==> src/rtl/upsample_sequencer_pkg.sv <==
// Shared definitions for the 2x2 nearest-neighbour upsampling sequencer.
// Holds the default frame geometry and pixel width, plus the FSM state encoding
// used by upsample_sequencer.
package upsample_sequencer_pkg;

  localparam int unsigned DefSrcWidth  = 400;
  localparam int unsigned DefSrcHeight = 300;
  localparam int unsigned DefDataW     = 8;

  typedef enum logic [1:0] {
    StIdle   = 2'd0,
    StLive   = 2'd1,
    StPrime  = 2'd2,
    StReplay = 2'd3
  } state_e;

endpackage

==> src/rtl/upsample_sequencer_if.sv <==
// Bundles the source-FIFO side and display-side handshake of the upsampler.
//   fifo_empty/fifo_dout : FWFT source FIFO status and head pixel
//   fifo_read            : pop strobe (combinational)
//   ready                : downstream accepts the current beat
//   dataout/validout     : output pixel beat
//   sof/eol/eof          : frame/line markers, qualified by validout
//   busy                 : sequencer is not idle
// master = the sequencer, slave = the surrounding FIFO/consumer.
interface upsample_sequencer_if
  import upsample_sequencer_pkg::*;
#(
  parameter int unsigned DATA_W = DefDataW
);
  logic              fifo_empty;
  logic [DATA_W-1:0] fifo_dout;
  logic              fifo_read;
  logic              ready;
  logic [DATA_W-1:0] dataout;
  logic              validout;
  logic              sof;
  logic              eol;
  logic              eof;
  logic              busy;

  modport master (
    input  fifo_empty, fifo_dout, ready,
    output fifo_read, dataout, validout, sof, eol, eof, busy
  );

  modport slave (
    output fifo_empty, fifo_dout, ready,
    input  fifo_read, dataout, validout, sof, eol, eof, busy
  );
endinterface

==> src/rtl/upsample_sequencer_line_buffer.sv <==
// Single-port line buffer holding one source row for vertical replay.
// Synchronous write, synchronous read with one cycle of latency; read data is
// held while en_i is low so a prefetched pixel survives output stalls.
//   clk_i   : clock
//   en_i    : port enable
//   we_i    : write when enabled, otherwise read
//   addr_i  : word address
//   wdata_i : write data
//   rdata_o : registered read data
module upsample_sequencer_line_buffer #(
  parameter int unsigned Depth = 400,
  parameter int unsigned DataW = 8,
  localparam int unsigned AddrW = $clog2(Depth)
) (
  input  logic             clk_i,
  input  logic             en_i,
  input  logic             we_i,
  input  logic [AddrW-1:0] addr_i,
  input  logic [DataW-1:0] wdata_i,
  output logic [DataW-1:0] rdata_o
);
  logic [DataW-1:0] mem_q [Depth];
  logic [DataW-1:0] rdata_q;

  always_ff @(posedge clk_i) begin
    if (en_i) begin
      if (we_i) begin
        mem_q[addr_i] <= wdata_i;
      end else begin
        rdata_q <= mem_q[addr_i];
      end
    end
  end

  assign rdata_o = rdata_q;
endmodule

==> src/rtl/upsample_sequencer.sv <==
// 2x2 nearest-neighbour upsampling sequencer. Each source row is popped once
// from the FIFO and every pixel is emitted twice (live row); the row is kept in
// a line buffer and replayed once (replay row). Owns column/row/frame counting
// and generates sof/eol/eof markers.
//   clock/reset : system clock, asynchronous active-high reset
//   bus         : FIFO and downstream handshake (master side)
module upsample_sequencer
  import upsample_sequencer_pkg::*;
#(
  parameter int unsigned SRC_WIDTH  = DefSrcWidth,
  parameter int unsigned SRC_HEIGHT = DefSrcHeight,
  parameter int unsigned DATA_W     = DefDataW
) (
  input logic                  clock,
  input logic                  reset,
  upsample_sequencer_if.master bus
);
  localparam int unsigned ColW = $clog2(SRC_WIDTH);
  localparam int unsigned RowW = (SRC_HEIGHT > 1) ? $clog2(SRC_HEIGHT) : 1;

  state_e            state_q, state_d;
  logic [ColW-1:0]   col_q, col_d;
  logic [RowW-1:0]   row_q, row_d;
  logic              phase_q, phase_d;
  logic              copy_q, copy_d;
  logic [DATA_W-1:0] dout_q, dout_d;
  logic              valid_q, valid_d;
  logic              sof_q, sof_d;
  logic              eol_q, eol_d;
  logic              eof_q, eof_d;

  logic              lb_en, lb_we;
  logic [ColW-1:0]   lb_addr;
  logic [DATA_W-1:0] lb_rdata;
  logic              fifo_read;
  logic              load;
  logic              slot_free;
  logic              col_last, row_last;

  assign slot_free = !valid_q || bus.ready;
  assign col_last  = (col_q == ColW'(SRC_WIDTH - 1));
  assign row_last  = (row_q == RowW'(SRC_HEIGHT - 1));

  upsample_sequencer_line_buffer #(
    .Depth (SRC_WIDTH),
    .DataW (DATA_W)
  ) u_line_buffer (
    .clk_i   (clock),
    .en_i    (lb_en),
    .we_i    (lb_we),
    .addr_i  (lb_addr),
    .wdata_i (bus.fifo_dout),
    .rdata_o (lb_rdata)
  );

  always_comb begin
    state_d   = state_q;
    col_d     = col_q;
    row_d     = row_q;
    phase_d   = phase_q;
    copy_d    = copy_q;
    dout_d    = dout_q;
    valid_d   = valid_q;
    sof_d     = sof_q;
    eol_d     = eol_q;
    eof_d     = eof_q;
    lb_en     = 1'b0;
    lb_we     = 1'b0;
    lb_addr   = col_q;
    fifo_read = 1'b0;
    load      = 1'b0;

    // A free slot with nothing new to present drains the output register.
    if (slot_free) valid_d = 1'b0;

    unique case (state_q)
      StIdle: begin
        if (!bus.fifo_empty) state_d = StLive;
      end
      StLive: begin
        if (slot_free) begin
          if (!phase_q) begin
            if (!bus.fifo_empty) begin
              load      = 1'b1;
              dout_d    = bus.fifo_dout;
              fifo_read = 1'b1;
              lb_en     = 1'b1;
              lb_we     = 1'b1;
              phase_d   = 1'b1;
            end
          end else begin
            load    = 1'b1;
            phase_d = 1'b0;
            if (col_last) begin
              col_d   = '0;
              copy_d  = 1'b1;
              state_d = StPrime;
            end else begin
              col_d = col_q + ColW'(1);
            end
          end
        end
      end
      StPrime: begin
        // Fetch column 0 so it is waiting in rdata when REPLAY starts.
        lb_en   = 1'b1;
        lb_addr = '0;
        state_d = StReplay;
      end
      StReplay: begin
        if (slot_free) begin
          load = 1'b1;
          if (!phase_q) begin
            dout_d  = lb_rdata;
            phase_d = 1'b1;
            // Prefetch the next column; rdata then holds across any stall.
            if (!col_last) begin
              lb_en   = 1'b1;
              lb_addr = col_q + ColW'(1);
            end
          end else begin
            phase_d = 1'b0;
            if (col_last) begin
              col_d   = '0;
              copy_d  = 1'b0;
              row_d   = row_last ? '0 : row_q + RowW'(1);
              state_d = bus.fifo_empty ? StIdle : StLive;
            end else begin
              col_d = col_q + ColW'(1);
            end
          end
        end
      end
    endcase

    if (load) begin
      valid_d = 1'b1;
      sof_d   = (row_q == '0) && !copy_q && (col_q == '0) && !phase_q;
      eol_d   = col_last && phase_q;
      eof_d   = col_last && phase_q && copy_q && row_last;
    end
  end

  always_ff @(posedge clock or posedge reset) begin
    if (reset) begin
      state_q <= StIdle;
      col_q   <= '0;
      row_q   <= '0;
      phase_q <= 1'b0;
      copy_q  <= 1'b0;
      dout_q  <= '0;
      valid_q <= 1'b0;
      sof_q   <= 1'b0;
      eol_q   <= 1'b0;
      eof_q   <= 1'b0;
    end else begin
      state_q <= state_d;
      col_q   <= col_d;
      row_q   <= row_d;
      phase_q <= phase_d;
      copy_q  <= copy_d;
      dout_q  <= dout_d;
      valid_q <= valid_d;
      sof_q   <= sof_d;
      eol_q   <= eol_d;
      eof_q   <= eof_d;
    end
  end

  assign bus.fifo_read = fifo_read;
  assign bus.dataout   = dout_q;
  assign bus.validout  = valid_q;
  assign bus.sof       = sof_q;
  assign bus.eol       = eol_q;
  assign bus.eof       = eof_q;
  assign bus.busy      = (state_q != StIdle);
endmodule

==> src/flat_wrapper.sv <==
// flat-port wrapper written by rule: the top's interface ports become plain ports
module upsample_sequencer_flat import upsample_sequencer_pkg::*;
#(
  parameter int unsigned SRC_WIDTH  = DefSrcWidth,
  parameter int unsigned SRC_HEIGHT = DefSrcHeight,
  parameter int unsigned DATA_W     = DefDataW
)
  (clock, reset, bus_fifo_empty, bus_fifo_dout, bus_ready, bus_fifo_read, bus_dataout, bus_validout, bus_sof, bus_eol, bus_eof, bus_busy);
  upsample_sequencer_if #(.DATA_W(DATA_W)) bus_i ();
  input logic clock;
  input logic reset;
  input wire logic [$bits(bus_i.fifo_empty)-1:0] bus_fifo_empty;
  input wire logic [$bits(bus_i.fifo_dout)-1:0] bus_fifo_dout;
  input wire logic [$bits(bus_i.ready)-1:0] bus_ready;
  output wire logic [$bits(bus_i.fifo_read)-1:0] bus_fifo_read;
  output wire logic [$bits(bus_i.dataout)-1:0] bus_dataout;
  output wire logic [$bits(bus_i.validout)-1:0] bus_validout;
  output wire logic [$bits(bus_i.sof)-1:0] bus_sof;
  output wire logic [$bits(bus_i.eol)-1:0] bus_eol;
  output wire logic [$bits(bus_i.eof)-1:0] bus_eof;
  output wire logic [$bits(bus_i.busy)-1:0] bus_busy;
  assign bus_i.fifo_empty = bus_fifo_empty;
  assign bus_i.fifo_dout = bus_fifo_dout;
  assign bus_i.ready = bus_ready;
  assign bus_fifo_read = bus_i.fifo_read;
  assign bus_dataout = bus_i.dataout;
  assign bus_validout = bus_i.validout;
  assign bus_sof = bus_i.sof;
  assign bus_eol = bus_i.eol;
  assign bus_eof = bus_i.eof;
  assign bus_busy = bus_i.busy;
  upsample_sequencer #(.SRC_WIDTH(SRC_WIDTH), .SRC_HEIGHT(SRC_HEIGHT), .DATA_W(DATA_W)) u_core (.clock(clock), .reset(reset), .bus(bus_i));
endmodule
==> config.mk <==
export PLATFORM = sky130hd
export DESIGN_NAME = upsample_sequencer_flat
export DESIGN_NICKNAME = d
export VERILOG_FILES = /design/src/rtl/upsample_sequencer_pkg.sv /design/src/rtl/upsample_sequencer_if.sv /design/src/rtl/upsample_sequencer_line_buffer.sv /design/src/rtl/upsample_sequencer.sv /design/src/flat_wrapper.sv
export SDC_FILE = /design/constraint.sdc
export NUM_CORES = 2
export LEC_CHECK = 0
export BUFFER_PORTS_ARGS = -buffer_cell sky130_fd_sc_hd__buf_4
export CAP_MARGIN = 20
export CORE_UTILIZATION = 42
export CTS_BUF_LIST = sky130_fd_sc_hd__clkbuf_4 sky130_fd_sc_hd__clkbuf_8 sky130_fd_sc_hd__clkbuf_16
export DETAILED_ROUTE_END_ITERATION = 8
export SLEW_MARGIN = 20
export SYNTH_ARGS = -nofsm -noshare
export SYNTH_HDL_FRONTEND = slang
export SYNTH_SLANG_ARGS = --single-unit
==> constraint.sdc <==
create_clock -name clock -period 5.1 [get_ports clock]
set_clock_uncertainty 0.1 [all_clocks]
set_input_delay 0.765 -clock clock [delete_from_list [all_inputs] [get_ports clock]]
set_output_delay 0.765 -clock clock [all_outputs]
set_load 0.005 [all_outputs]
Word level (Yosys, flattened, before mapping):

Memory sizes are Yosys's and may differ from the RTL's. A register that Yosys moved wholly into a read port is not among the register bits.
Cells that the tools add are included.

* register bits after elaboration: 34
* memory bits (writable): 3200
* memories kept: 1
* input port bits: 12
* word-level logic and storage cells: 102

* bitwise operators: 1
* multiplexer cells: 49
* reduce and logical (&&, ||, !) cells: 24
* $add $sub $neg: 2
* equal/unequal tests: 15

Memory list
* u_core.u_line_buffer.mem_q: depth 400, width 8, rd ports 1, clocked after Yosys merged registers in 1, wr ports 1, RTL line upsample_sequencer_line_buffer.sv:22 `logic [DataW-1:0] mem_q [Depth];`

Operators with widths (number)
* 2-to-1 mux 9 bit: 5
* 2-to-1 mux 8 bit: 5
* 2-to-1 mux 1 bit: 25
* adder 9 x 1 -> 9 bit, second input constant: 2
* equality test 9 bit, second input constant: 2
* zero test 9 bit: 2
* case mux 9 bit (2 select lines): 1
* case mux 8 bit (2 select lines): 1
* 2-to-1 mux 2 bit: 7
* AND reduction 7 bit: 2
* != test 2 x 1 -> 1 bit, second input constant: 6
* != test 2 bit, second input constant: 4
* case mux 2 bit (4 select lines): 1
* logical AND 1 bit: 6
* case mux 1 bit (2 select lines): 3
* AND reduction 3 bit: 2
* AND reduction 6 bit: 1
* nonzero test 2 bit: 3
* equality test 2 bit, second input constant: 2
* AND reduction 4 bit: 1
* zero test 1 bit: 3
* case mux 1 bit (3 select lines): 1
* equality test 2 x 1 -> 1 bit, second input constant: 1
* zero test 2 bit: 1
* 4 further kinds: 4

Longest topological paths before layout:

* word-level depth: 7
* depth in mapped cells: 21

Hierarchy:

A second synthesis with hierarchy kept.

* cells, all modules: 6027
* area total of the unflattened synthesis: 126266.1 µm²

By module, submodules not included
* upsample_sequencer_line_buffer: area an instance 124127.8 µm², cells an instance 5786, instances 1
* upsample_sequencer: area an instance 2138.3 µm², cells an instance 241, instances 1

Least setup slack after synthesis:

Ideal clock, no wire load.

* path type: register -> register
* start point: register u_core.col_q[0]
* end point: register u_core.u_line_buffer.rdata_q[7], in the netlist u_core.u_line_buffer.rdata_o[7] (read register of u_core.u_line_buffer.mem_q), data pin
* arrival time: 3887 ps
* slack: 841 ps
* path buffers: 7
* cell stages (with the launch flop): 22
* setup time: 272 ps
* required time: 4728 ps
* cells stage by stage: dfrtp_1 ha_1 buf_2 nand2_1 nor2_1 nand2_1 ha_1 or3_1 and2_1 buf_6 buf_6 buf_6 buf_4 buf_6 buf_4 a21oi_1 a21oi_1 a21oi_1 a21oi_1 nor4_1 nor2_1 or4_1

* longest elaborated chain between the ends: 6

RTL lines
* start, declared: RTL line upsample_sequencer.sv:22 `logic [ColW-1:0] col_q, col_d;`
* start signal, assigned: RTL line upsample_sequencer.sv:158 `col_q <= col_d;`
* branches (longest 6 deep; another with adder 9 x 1 -> 9 bit)
* end, declared: RTL line upsample_sequencer_line_buffer.sv:23 `logic [DataW-1:0] rdata_q;`

Several ways; the timed one is not identified.
A chain may end at the register's enable or synchronous reset.

Final worst setup path:

* start point: register u_core.col_q[4]
* end point: register u_core.u_line_buffer.rdata_q[3], in the netlist u_core.u_line_buffer.rdata_o[3] (read register of u_core.u_line_buffer.mem_q), data pin

The elaborated chain is that of the path after synthesis.

==> summary.txt <==
Synthesis
  • Post-synthesis mux area share: about 14%
  • Main combinational cell family by area after synthesis: multiplexers
  • Most area-hungry cell type in the Yosys netlist: edfxtp_1
  • Yosys warnings: 0
  • FFs w/ async S/R, synth: 1.05%
  • Yosys top cell area share: between 70% and 80%
  • Most common cell in the netlist: edfxtp_1
  • Yosys reg bits: roughly 3.2k
  • Commonest cells post-synth: 3208 x edfxtp_1, 768 x mux4_2, 436 x nor2_1, 388 x a22oi_1, 247 x a21oi_1
  • Synth Instances: just under 6k
  • Synth cell types: between 60 and 70
  • Main synth FF type: edfxtp_1
  • Synth top area cells: edfxtp_1 77%, mux4_2 14%, a22oi_1 2.3%, nor2_1 1.3%, a21oi_1 0.99%
  • Xor and xnor fraction of the mapped netlist area: less than 1%
  • Post-Synth Adder-Cell Area: 0.0999%
  • Post-Syn Area: ~130000 um2
  • Sequential share of the synthesized area: between 70% and 80%
  • Avg Cell Area, Syn: roughly 21 um2
  • Number of synthesized flops with an enable pin: ~3.2k
  • Mapped Nets: slightly below 6k
  • Simple-gate portion of the synthesized area: under 10%
  • Synth Area in Compound Gates: under 10%

Clock tree
  • Worst-Skew Late Latency: between 0.9 and 1 ns
  • CTS tree: yes
  • Worst-path clk slew: ~0.06 ns
  • Clk buf depth: 4
  • Htree depth: 5
  • Cts bufs inserted: 335
  • TritonCTS Sinks: ~3.2k
  • Root Buffer: clkbuf_16

STA
  • Final slew viol count: 0
  • Max Clock Freq: 200 MHz
  • Rel. slew slack: a little over a quarter
  • Tmin final: about 5 ns
  • Worst-margin pin slew: 1.10 ns
  • RSZ-0062 raised after global routing: no
  • Final Cycle Share: around 100%
  • Final Hold Viols: 0
  • Setup violators final: 0

Die
  • Die area: ~300000 um2
  • Die Y-Extent: 548 um
  • Starting density of the core: ~42%
  • Core ar.: 297000 um2
  • Die Width: 548 um
  • Top Ports: 26
  • Row count: 200

Pwr
  • Max rail drop VDD: 377 uV
  • Total power: just over 80000 uW
  • Leakage: approximately 0.046 uW
  • Pwr dens: ~570 nW/um2

Worst setup path
  • Critical path type: reg -> reg
  • Data arrival, critical path: 5.51 ns
  • Startpoint types: flip-flop
  • Crit path capture type: flip-flop
  • Critical Path Fanout Max: 26
  • Crit path required time: about 5.6 ns

Detailed routing
  • Total Routed Length: approximately 330000 um
  • Number of remaining DRC errors: 0
  • DR iter-0 viols: 7461
  • Avg WL per Cell: slightly above 30 um
  • Drt pass-1 iters: 5
  • Detailed-route via count: 63.5k
  • Via-per-instance ratio: a little under 6
  • Number of routed nets with antenna violations: 0

Place
  • DP Area: 134000 um2
  • Port bufs: 25
  • DP Wirelength: 201000 um
  • Placer Congestion: 0.856

Hold path
  • Class of the worst hold path: in -> reg

Job
  • Maxcap violations: 0

GRT
  • Pin count of the biggest net entering global routing: ~190
  • All-Layer GR Usage: roughly 22%
  • First-pass GRT wire length: ~470000 um
  • Vias in the first global route: between 60k and 70k
  • Total grt overflow: 0
  • Initial antenna violation count: 14

Status
  • Status: completed

Layout
  • Share of cells above drive strength 1: between 20 and 30%
  • Nets: roughly 6.5k
  • Final Cell Area: between 100000 and 150000 um2
  • P&R area growth vs syn: 16.0%
[placed cells by master, fill, tap and decap left out, types with 58 or more instances in the layout]
cell,Yosys,final
clkinv_1,0,68
a22oi_1,388,384
buf_12,0,93
edfxtp_1,3208,3208
nor2_1,436,436
mux4_2,768,768
clkbuf_4,0,61
nand2_1,139,120
clkbuf_16,0,342
buf_4,45,515
clkinv_2,0,58
a21oi_1,247,246
[timing repair]
item                                    4_1_cts  5_1_grt
endpoints found under the setup margin        4        6
hold buffers                                  1        0
buffers inserted                              3        0
pin swaps                                     1        0
gates cloned                                  0        1
gates resized for setup                       7       18
hold endpoints to repair                     34        0
[per-layer routing]
metal	global-route usage, %	up-vias	part of all wire, %
met4	5.90	4	2.4
li1	-	26000	-
met3	3.76	478	8.0
met5	0	-	0.0064
met2	34.7	2870	48
met1	31.2	34200	42
[registers in the layout, summed over array words and instances (netlist names)]
register and count:
u_core.bus.dataout 8, u_core.col_q 9, u_core.state_q 2, u_core.bus.sof 1
u_core.bus.validout 1, u_core.row_q 9, u_core.u_line_buffer.mem_q 3200, u_core.bus.eol 1
u_core.bus.eof 1, u_core.copy_q 1, u_core.u_line_buffer.rdata_o 8, u_core.phase_q 1
[where the power goes]
part           leakage, uW  switching, uW  total [uW]  internal (uW)
sequential          0.0293            186       29600          29400
clock              0.00538          10200       24300          14100
combinational       0.0112          16000       29300          13300
total               0.0458          26300       83200          56800
[per-stage QoR]
stage	worst slack (ns)	util (%)	TNS, ns	hold slack [ns]	std cells
6_report	0.102	48.9	0	0.158	10700
5_1_grt	0.00362	48.9	0	0.153	10700
4_1_cts	0.0277	48.9	0	0.0790	10700
3_5_place_dp	-0.393	45.2	-0.875	0.384	10100
3_3_place_gp	-0.447	45.2	-1.04	0.367	10100
2_1_floorplan	0.841	-	0	0.357	5938
[worst max-delay path, stage by stage, from the launching register on]
cell,delay [ns]
dfrtp_1,0.39
buf_4,0.21
or3_4,0.44
nor3_2,0.12
buf_4,0.20
o211ai_2,0.18
nand2_8,0.27
buf_12,0.27
buf_12,0.19
buf_12,0.20
mux4_2,0.35
a22oi_1,0.33
a21oi_1,0.23
or4_1,0.53
nand2_1,0.13
o2111ai_2,0.20
a211o_1,0.30
[cell type report]
cell class / count / area [um2]
Sequential cell: 3242 / 97200
Tap cell: 3939 / 4930
Clock inverter: 192 / 1820
Clock buffer: 404 / 9020
Antenna cell: 5 / 12.5
Timing Repair Buffer: 625 / 6010
Fill cell: 23900 / 152000
Inverter: 9 / 33.8
Multi-Input combinational cell: 2298 / 26200
[worst paths after layout]
check | slack [ns] | from | cells past startpoint | end
min | 0.16 | bus_ready | 3 | u_core.bus.validout
max reg2reg | 0.10 | u_core.col_q[4] | 16 | u_core.u_line_buffer.rdata_o[3]
max | 0.10 | u_core.col_q[4] | 16 | u_core.u_line_buffer.rdata_o[3]
max in group asynchronous | 4.08 | reset | 4 | u_core.state_q[0]
min in group asynchronous | 0.47 | reset | 4 | u_core.bus.dataout[5]
min reg2reg | 0.40 | u_core.row_q[6] | 1 | u_core.row_q[6]
[cells by family after synthesis]
| kind of cell | Yosys count |
|---|---|
| buffers and inverters | 398 |
| XOR/XNOR | 9 |
| AND/OR/NAND/NOR | 737 |
| flip-flops | 3242 |
| AO/OA/AOI/OAI | 747 |
| multiplexers | 795 |
| adder cells (fa/ha/maj) | 10 |
Power figures use the tool's default switching activity.
